--- src/rtl/pipe_buffer.sv ---
// Valid-tagged delay line with bubble-collapsing back-pressure, synchronous flush
// and a registered occupancy counter, used to align GRNG datapath stages.
module pipe_buffer #(
  parameter int WIDTH = 32,
  parameter int DEPTH = 4,
  parameter int CNT_W = $clog2(DEPTH + 1)
) (
  input  logic             clk,
  input  logic             rst,
  input  logic             flush,
  input  logic             in_valid,
  output logic             in_ready,
  input  logic [WIDTH-1:0] in_data,
  output logic             out_valid,
  input  logic             out_ready,
  output logic [WIDTH-1:0] out_data,
  output logic [CNT_W-1:0] occupancy
);

  logic [DEPTH-1:0] v_reg;
  logic [WIDTH-1:0] d_reg [DEPTH];
  logic [DEPTH-1:0] ld;
  logic [DEPTH-1:0] src_v;
  logic [WIDTH-1:0] src_d [DEPTH];
  logic [CNT_W-1:0] occ_reg;
  logic             in_fire;
  logic             out_fire;

  // A stage loads when empty or when the stage ahead of it frees up this cycle;
  // this walks from the output back to stage 0, so in_ready depends on out_ready.
  always_comb begin
    ld = '0;
    ld[DEPTH-1] = ~v_reg[DEPTH-1] | out_ready;
    for (int i = DEPTH - 2; i >= 0; i--) begin
      ld[i] = ~v_reg[i] | ld[i+1];
    end
  end

  for (genvar gi = 0; gi < DEPTH; gi++) begin : g_src
    if (gi == 0) begin : g_head
      assign src_v[gi] = in_valid;
      assign src_d[gi] = in_data;
    end else begin : g_link
      assign src_v[gi] = v_reg[gi-1];
      assign src_d[gi] = d_reg[gi-1];
    end
  end

  always_ff @(posedge clk) begin
    if (rst) begin
      v_reg <= '0;
      for (int i = 0; i < DEPTH; i++) begin
        d_reg[i] <= '0;
      end
    end else begin
      for (int i = 0; i < DEPTH; i++) begin
        if (flush) begin
          v_reg[i] <= 1'b0;
        end else if (ld[i]) begin
          v_reg[i] <= src_v[i];
        end
        // Data only follows a valid source so empty slots keep their old contents.
        if (ld[i] && src_v[i]) begin
          d_reg[i] <= src_d[i];
        end
      end
    end
  end

  assign in_ready  = ld[0] & ~flush & ~rst;
  assign out_valid = v_reg[DEPTH-1];
  assign out_data  = d_reg[DEPTH-1];
  assign in_fire   = in_valid & in_ready;
  assign out_fire  = out_valid & out_ready;

  always_ff @(posedge clk) begin
    if (rst || flush) begin
      occ_reg <= '0;
    end else if (in_fire && !out_fire) begin
      occ_reg <= occ_reg + CNT_W'(1);
    end else if (out_fire && !in_fire) begin
      occ_reg <= occ_reg - CNT_W'(1);
    end
  end

  assign occupancy = occ_reg;

endmodule

--- config.mk ---
export PLATFORM = sky130hd
export DESIGN_NAME = pipe_buffer
export DESIGN_NICKNAME = d
export VERILOG_FILES = /design/src/rtl/pipe_buffer.sv
export SDC_FILE = /design/constraint.sdc
export NUM_CORES = 1
export LEC_CHECK = 0
export CAP_MARGIN = 20
export CORE_MARGIN = 2
export CORE_UTILIZATION = 55
export CTS_CLUSTER_SIZE = 12
export DETAILED_ROUTE_END_ITERATION = 8
export PLACE_DENSITY = 0.8
export SYNTH_ARGS = -nofsm -noshare
export SYNTH_HDL_FRONTEND = slang
export SYNTH_SLANG_ARGS = --single-unit
--- constraint.sdc ---
create_clock -name clk -period 8.7 [get_ports clk]
set_input_delay 1.74 -clock clk [delete_from_list [all_inputs] [get_ports clk]]
set_output_delay 1.74 -clock clk [all_outputs]
set_load 0.01 [all_outputs]
# Word level (Yosys, flattened, before mapping)
# Memory sizes are Yosys's and may differ from the RTL's.
# Index checks and enable logic that the tools add are counted.
[op_classes] addsub=2 n_bitwise=18 mux=20 reduce_logical=11
[ops] operator="32-bit two-way mux" count=4
[ops] operator="1-bit two-way mux" count=14
[ops] operator="1-bit OR" count=8
[ops] operator="1-bit logical AND" count=6
[ops] operator="3-bit two-way mux" count=2
[ops] operator="1-bit NOT" count=6
[ops] operator="1-bit AND" count=4
[ops] operator="3-bit by 1-bit adder with 3-bit output (second input constant)" count=1
[ops] operator="3-bit by 1-bit subtractor with 3-bit output (second input constant)" count=1
[ops] operator="1-bit logical NOT" count=2
[ops] operator="2-bit nonzero test" count=1
[ops] operator="2-bit OR reduction" count=1
[ops] operator="1-bit logical OR" count=1
[totals] mem_bits_rw=128 input_bits=37 n_memories=1 regBits=7
[mem_list] memory="d_reg" depth=4 width=32 rd=4 rd_clocked_by_memory_dff=0 wr=4 line="21" source="logic [WIDTH-1:0] d_reg [DEPTH];"

# Depth between registers and ports, before layout
# Gate-level depths: netlist (run 1).
[logic_depth] depth_word=12 ltp_mapped=10 depth_no_buf=9

# Worst setup path after synthesis (run 1)
# No wires, ideal clock.
[synth_timing] path_kind="input to output" startpoint="input port out_ready" endpoint="output port in_ready" arrival_ns=2.469 t_required_ns=6.960 n_path_buf=1 stages=4 path_slack_ns=4.491 path_cell_list="and4b_1 buf_6 and2_1 nor3_1"
[synth_between] elab_chain_len=6
[synth_lines] item="start, declared" line="15" source="input logic out_ready,"
[synth_lines] item="1-bit OR" line="33" source="ld[DEPTH-1] = ~v_reg[DEPTH-1] | out_ready;"
[synth_lines] item="1-bit OR (3 in series)" line="35" source="ld[i] = ~v_reg[i] | ld[i+1];"
[synth_lines] item="1-bit AND (2 in series)" line="70" source="assign in_ready = ld[0] & ~flush & ~rst;"
[synth_lines] item="end, declared" line="12" source="output logic in_ready,"
# Every way passes these cells.

# Worst setup path in the final report (run 1)
# Same ends and word-level chain as after synthesis.

==> results of run 1 <==
## worst reg2reg max path, delay by kind of cell, from the launching register on
kind / cells / cell delay (ns)
and+or+nand+nor: 4 / 0.93
DFF: 1 / 0.33
buffers and inverters: 1 / 0.06
xor gates and xnor gates: 1 / 0.16
adders and majority gates: 2 / 0.56
AOI/OAI and AO/OA: 1 / 0.16
## metrics by stage
step                util, %  setup slack [ns]
finish                72.26             3.473
global route          72.26             3.421
CTS                   71.72             3.470
detailed placement    65.17             3.480
global placement      65.17             3.482
floorplan                 -             4.491
## power by group
group | total, W | internal, W | switching (W)
combinational | 0.0000572 | 0.0000315 | 0.0000257
clock | 0.000713 | 0.000460 | 0.000253
sequential | 0.000753 | 0.000745 | 0.00000812
## cells in the mapped netlist, types with 2 or more instances
cell / count
xor2_1: 2
nor3_2: 2
nand2_1: 2
and2_1: 129
dfxtp_1: 7
inv_1: 4
buf_2: 4
buf_6: 4
clkbuf_1: 6
o21bai_1: 3
edfxtp_1: 128
o21a_1: 4
nor3_1: 3
## final cells by class
type	count	area, um2	share of cell area, %
Sequential cell	135	3984	60.23
Clock buffer	17	414.1	6.262
Inverter	4	15.01	0.2270
Clock inverter	15	185.2	2.800
Multi-Input combinational cell	160	1074	16.23
Tap cell	111	138.9	2.100
Timing Repair Buffer	79	803.3	12.15
## kinds of logic (layout without fill, tap and decap cells)
family                     after synthesis  count (layout)  synth area share (%)
and+or+nand+nor                        144             144                 17.74
DFF                                    135             135                 77.38
AOI/OAI and AO/OA                       11              11                 1.725
muxes                                    1               1                0.1944
xor gates and xnor gates                 2               2                0.3403
adders and majority gates                2               2                0.6318
buffers and inverters                   18             115                 1.993
## worst paths after layout
check             slack [ns]  cells past startpoint       from      endpoint
hold reg to reg         0.51                      1   v_reg[1]      v_reg[2]
hold / removal          0.51                      1   v_reg[1]      v_reg[2]
setup reg to reg        6.43                      9   v_reg[3]  occupancy[2]
setup / recovery        3.47                      5  out_ready      in_ready
## routing by layer
layer | routed length [um] | track usage, %
met3 | 343 | 5.617
met4 | 76 | 6.322
met5 | 0 | 0
met1 | 3190 | 20.13
met2 | 3214 | 21.79
==> results.txt, run 1 <==
Number of flip-flops in the largest register: 128
Main synth FF type: edfxtp_1
Core box area: 9153 um2
Most common cell after layout, fill and taps aside: and2_1
FILL cells: 561
Top cells by area, synth: edfxtp_1, and2_1, dfxtp_1
Maximum fanout along the worst path: 6
Relative slew slack: 51.42%
Clock transition at path regs: 0.06 ns
N_diodes: 0
# rows: 35
Final Instance Area: 6614 um2
Via density: 4.674
Clock Latency Late Sink: 0.50 ns
VDD IR max: 0.0001889 V
Final Hold Viols: 0
Clock Skews: 0.01064 ns
Die X: 100.8 um
Max-slew violation count: 0
Synth Register Bits: 135
Vias in the first global route: 2323
WP buf/inv: 2
Initial Utilization: 56.25%
TritonCTS clock tree: yes
Worst slew pin tran: 0.7263 ns
Initial DRC count: 70
Worst hold path type: reg -> reg
CP arrival: 3.49 ns
Tcrit/Tclk final: 60.08%
Wire length per cell: 13.10 um
Die H: 100.8 um
Maxcap violations: 0
Final hold slack: 0.5116 ns
Most frequent CP cell: clkdlybuf4s50_1
Post-route setup TNS: 0 ns
Nets: 436
# DRC: 0
Setup repair bufs after CTS: 0
Final ANT Viol Nets: 0
First-pass GRT wire length: 11200 um
Die ar.: 10150 um2
Syn_nets: 352
Worst setup SP type: primary input
Routed wire length: 6824 um
Fmax: 191.3 MHz
H-tree levels: 4
Fin cells: 521
Detailed Place HPWL: 4224 um
Synth warn: 0
CTS Buf Count: 17
Initial antenna violation count: 0
Library cells used by synthesis: 28
Final Power: 0.001523 W
Synth Area per Inst: 16.45 um2
Synth Instances: 313
Synthesized cell area: 5149 um2
Top cell type's share of synthesized area: 74.65%
Critical path cell sequence: clkdlybuf4s50_1 -> and4b_1 -> and2_1 -> nor3_1 -> clkdlybuf4s50_1
CP max-delay cell: clkdlybuf4s50_1
Drt pass-1 iters: 4
CTS Buffer Depth: 2
Layout overhead on the synthesized area: 28.46%
Hold_buf cts: 0
Cts repair resizes: 0
Seq/Total Area, Yosys: 77.38%
Tmin final: 5.227 ns
Power Dens Cells: 230.2 nW/um2
Post-placement cell area: 5964 um2
Number of clock sinks: 135
CP required: 6.96 ns
Delay of the slowest critical-path stage: 0.57 ns
CP endpoint kind: primary output
RSZ-0062 raised after global routing: no
Most frequent cells in the layout: and2_1, edfxtp_1, clkdlybuf4s50_1, clkbuf_16, dfxtp_1
RePlAce Congestion: 0.7516
Share of post-route cells with drive strength above 1: 10.49%
Worst setup path category: in -> out
Number of enable flip-flop cells after synthesis: 128
Cell family with the largest share of critical-path delay: buffers and inverters
# port buffers: 73
Placed Instances: 486
GRT Util Overall: 14.86%
Largest net degree at the start of global routing: 33
P_leak: 2.483 nW
Congestion Overflow GR: 0
Outcome: finished, final reports clean
I/O pins: 74
Endpoints failing setup: 0
Via count: 2435
Asr flop ratio synth: 0%
CTS Root Buffer Type: clkbuf_8
Post-synth top area cell: edfxtp_1
No activity file was read; power rests on OpenSTA's default activity.
==> run 2, diff against run 1 <==
Settings changed: CORE_UTILIZATION 55 to 54, PLACE_DENSITY 0.8 to 0.79.
Clock period 8.7 ns to 5.2 ns, I/O delays scaled along.
==> results.txt, run 2 (same netlist as run 1, synthesis figures left out) <==
Routed wire length: 6683 um
CTS Buffer Depth: 2
Delay of the slowest critical-path stage: 0.56 ns
CTS Root Buffer Type: clkbuf_8
CP arrival: 2.79 ns
Die ar.: 10330 um2
GRT Util Overall: 14.48%
Via count: 2451
Clock Latency Late Sink: 0.52 ns
Dpl ws: 1.356 ns
Via density: 4.547
RePlAce Congestion: 0.6855
CP max-delay cell: clkdlybuf4s50_1
Number of clock sinks: 135
First-pass GRT wire length: 10990 um
Worst hold path type: reg -> reg
Logic pwr share: 3.8%
FILL cells: 559
I/O pins: 74
CTS Buf Count: 17
Sw power: 0.0004929 W
Maxcap violations: 0
Tcrit/Tclk final: 73.75%
CP required: 4.16 ns
Most frequent CP cell: clkdlybuf4s50_1
N_diodes: 0
Drt pass-1 iters: 4
CP endpoint kind: primary output
Clock Skews: 0.01042 ns
Final ANT Viol Nets: 0
Sw Share: 19.53%
RSZ-0062 raised after global routing: no
Vias in the first global route: 2375
Largest net degree at the start of global routing: 33
Initial antenna violation count: 0
Worst setup SP type: primary input
Relative slew slack: 52.13%
Share of post-route cells with drive strength above 1: 10.73%
Post-route setup TNS: 0 ns
# rows: 35
Maximum fanout along the worst path: 6
Area of the multi-input gates: 1074 um2
Critical path cell sequence: clkdlybuf4s50_1 -> and4b_1 -> and2_1 -> nor3_1 -> clkdlybuf4s50_1
Congestion Overflow GR: 0
Die H: 101.6 um
Core box area: 9240 um2
Tmin final: 3.835 ns
Max-slew violation count: 0
Setup repair bufs after CTS: 0
Initial Utilization: 55.72%
P_leak: 2.481 nW
Endpoints failing setup: 0
Initial DRC count: 123
Number of flip-flops in the largest register: 128
Worst setup path category: in -> out
Hold_buf cts: 0
Clock transition at path regs: 0.06 ns
Cell family with the largest share of critical-path delay: buffers and inverters
Int Power: 0.002031 W
TritonCTS clock tree: yes
Detailed Place HPWL: 4219 um
Cts repair resizes: 0
Nets: 436
Most frequent cells in the layout: and2_1, edfxtp_1, clkdlybuf4s50_1, clkbuf_16, dfxtp_1
Final Power: 0.002524 W
Flop pwr share: 49.9%
# DRC: 0
Wire length per cell: 12.40 um
Placed Instances: 504
Final hold slack: 0.4999 ns
Register area: 3984 um2
Clock group share of total power: 46.3%
WP buf/inv: 2
Fin cells: 539
Power Dens Cells: 380.4 nW/um2
Layout overhead on the synthesized area: 28.87%
Most common cell after layout, fill and taps aside: and2_1
Fmax: 260.8 MHz
H-tree levels: 4
# port buffers: 73
Die X: 101.6 um
Worst slew pin tran: 0.7158 ns
VDD IR max: 0.0002876 V
PnR worst setup slack: 1.365 ns
Final Hold Viols: 0
Outcome: finished, final reports clean
[run 2: path summary, 6_finish.rpt]
kind / start / to / slack (ns) / cells after the start
min reg2reg: v_reg[1] / v_reg[2] / 0.50 / 1
max: out_ready / in_ready / 1.37 / 5
min: v_reg[1] / v_reg[2] / 0.50 / 1
max reg2reg: v_reg[3] / occupancy[2] / 2.91 / 9
[run 2: power groups by stage]
stage / clock (W) / sequential (W) / combinational [W]
floorplan: 0 / 0.00128 / 0.0000386
global placement: 0 / 0.00128 / 0.0000908
detailed placement: 0 / 0.00128 / 0.0000938
CTS: 0.00119 / 0.00126 / 0.0000945
global route: 0.00124 / 0.00127 / 0.000104
finish: 0.00117 / 0.00126 / 0.0000959
[run 2: cell type report]
class / instances / share of cell area, %
Clock inverter: 14 / 2.678
Multi-Input combinational cell: 160 / 16.18
Clock buffer: 18 / 6.298
Sequential cell: 135 / 60.04
Tap cell: 129 / 2.433
Timing Repair Buffer: 79 / 12.14
Inverter: 4 / 0.2263
[run 2: per-layer routing]
| layer | share of wire [%] | wire, um | up-vias | GRT usage, % |
|---|---|---|---|---|
| li1 | - | - | 1265 | - |
| met1 | 43 | 2884 | 1108 | 17.33 |
| met2 | 48 | 3213 | 66 | 22.17 |
| met3 | 6.7 | 448 | 12 | 5.797 |
| met4 | 2.0 | 136 | 0 | 8.732 |
| met5 | 0 | 0 | - | 0 |
[run 2: per-stage QoR]
stage	utilization (%)	instance area, um2
5_1_grt	71.81	6635
3_3_place_gp	64.79	5987
6_report	71.81	6635
2_1_floorplan	-	5149
4_1_cts	71.24	6583
3_5_place_dp	64.79	5987
==> run 3, diff against run 2 <==
Settings changed: CORE_UTILIZATION 54 to 49, PLACE_DENSITY 0.79 to 0.76.
Clock period 5.2 ns to 3.2 ns, I/O delays scaled along.
==> results.txt, run 3 (same netlist as run 1, synthesis figures left out) <==
Die X: 106.5 um
Clock Latency Late Sink: 0.50 ns
Worst setup path category: in -> out
Maximum fanout along the worst path: 4
Final Util: 65.17%
Max-slew violation count: 0
Initial DRC count: 129
Nets: 439
Vias in the first global route: 2353
Final ANT Viol Nets: 0
Setup repair bufs after CTS: 0
Via density: 4.384
Relative slew slack: 48.41%
Clock transition at path regs: 0.06 ns
CTS Buf Count: 17
Die H: 106.5 um
Number of clock sinks: 135
Clock Skews: 0.01048 ns
Routed wire length: 6496 um
Tcrit/Tclk final: 90.39%
# DRC: 0
Cts repair resizes: 0
First-pass GRT wire length: 11080 um
P_leak: 2.526 nW
CTS Buffer Depth: 2
Final Hold Viols: 0
TritonCTS clock tree: yes
Congestion Overflow GR: 0
Most common cell after layout, fill and taps aside: and2_1
Number of flip-flops in the largest register: 128
Core box area: 10280 um2
Via count: 2407
Detailed Place HPWL: 4254 um
Logic pwr share: 3.6%
Clock group share of total power: 48.6%
Layout overhead on the synthesized area: 30.08%
Die ar.: 11340 um2
Int Power: 0.003521 W
Flop pwr share: 47.8%
Largest net degree at the start of global routing: 33
N_diodes: 0
Worst slew pin tran: 0.7714 ns
Worst hold path type: reg -> reg
# rows: 37
Post-route setup TNS: 0 ns
Fmax: 345.7 MHz
RSZ-0062 raised after global routing: no
Drt pass-1 iters: 4
CP arrival: 2.25 ns
Initial antenna violation count: 0
Maxcap violations: 0
Sw Share: 17.69%
Wire length per cell: 11.83 um
Most frequent cells in the layout: and2_1, edfxtp_1, clkdlybuf4s50_1, clkbuf_16
CP endpoint kind: primary output
CTS Root Buffer Type: clkbuf_8
# port buffers: 73
H-tree levels: 4
Tmin final: 2.892 ns
Outcome: finished, final reports clean
GRT Util Overall: 12.99%
Power Dens Cells: 638.6 nW/um2
Hold_buf cts: 0
Share of post-route cells with drive strength above 1: 11.14%
RePlAce Congestion: 0.8141
CP required: 2.56 ns
I/O pins: 74
Initial Utilization: 50.10%
VDD IR max: 0.0004239 V
FILL cells: 719
Worst setup SP type: primary input
Sw power: 0.0007565 W
Endpoints failing setup: 0
run 3: per-layer routing:
layer	GRT usage, %	up-vias	routed length (um)
met4	6.679	0	94
met2	19.18	64	3088
met1	16.52	1074	2974
met3	5.395	4	337
met5	0	-	0
li1	-	1265	-
run 3: worst max-delay path, stage by stage:
cell and delay (ns):
clkdlybuf4s50_1 0.50, and4b_1 0.24, and2_1 0.18, nor3_1 0.13, clkdlybuf4s50_1 0.56
run 3: area by class of cell:
| type | count | area (um2) | share of cell area [%] |
|---|---|---|---|
| flip-flops and latches | 135 | 3984 | 59.48 |
| multi-input cells | 160 | 1074 | 16.03 |
| clock inverters | 15 | 232.7 | 3.475 |
| well taps | 136 | 170.2 | 2.541 |
| clock buffers | 17 | 414.1 | 6.183 |
| inverters | 4 | 15.01 | 0.2242 |
| repair buffers | 82 | 808.3 | 12.07 |
run 3: per-stage QoR:
step | cells | hold slack [ns] | cell area [um2] | power, W | setup WS [ns]
2_1_floorplan | 313 | 0.4551 | 5149 | 0.002146 | 0.2913
3_3_place_gp | 515 | 0.4727 | 6026 | 0.002229 | 0.3152
3_5_place_dp | 515 | 0.4773 | 6026 | 0.002236 | 0.2603
4_1_cts | 547 | 0.4949 | 6673 | 0.004324 | 0.2935
5_1_grt | 549 | 0.5088 | 6698 | 0.004418 | 0.2134
6_report | 549 | 0.4915 | 6698 | 0.004277 | 0.3076
run 3: power by group through the flow:
stage               Sequential [W]  Clock [W]  Combinational [W]
global route               0.00205    0.00219           0.000169
detailed placement         0.00208          0           0.000155
global placement           0.00208          0           0.000151
CTS                        0.00205    0.00212           0.000155
finish                     0.00205    0.00208           0.000153
floorplan                  0.00208          0          0.0000628
run 3: path summary, 6_finish.rpt:
check | start | to | slack, ns | depth (start not counted)
hold / removal | v_reg[1] | v_reg[2] | 0.49 | 1
setup / recovery | out_ready | in_ready | 0.31 | 5
setup reg to reg | v_reg[3] | occupancy[2] | 1.07 | 9
hold reg to reg | v_reg[1] | v_reg[2] | 0.49 | 1
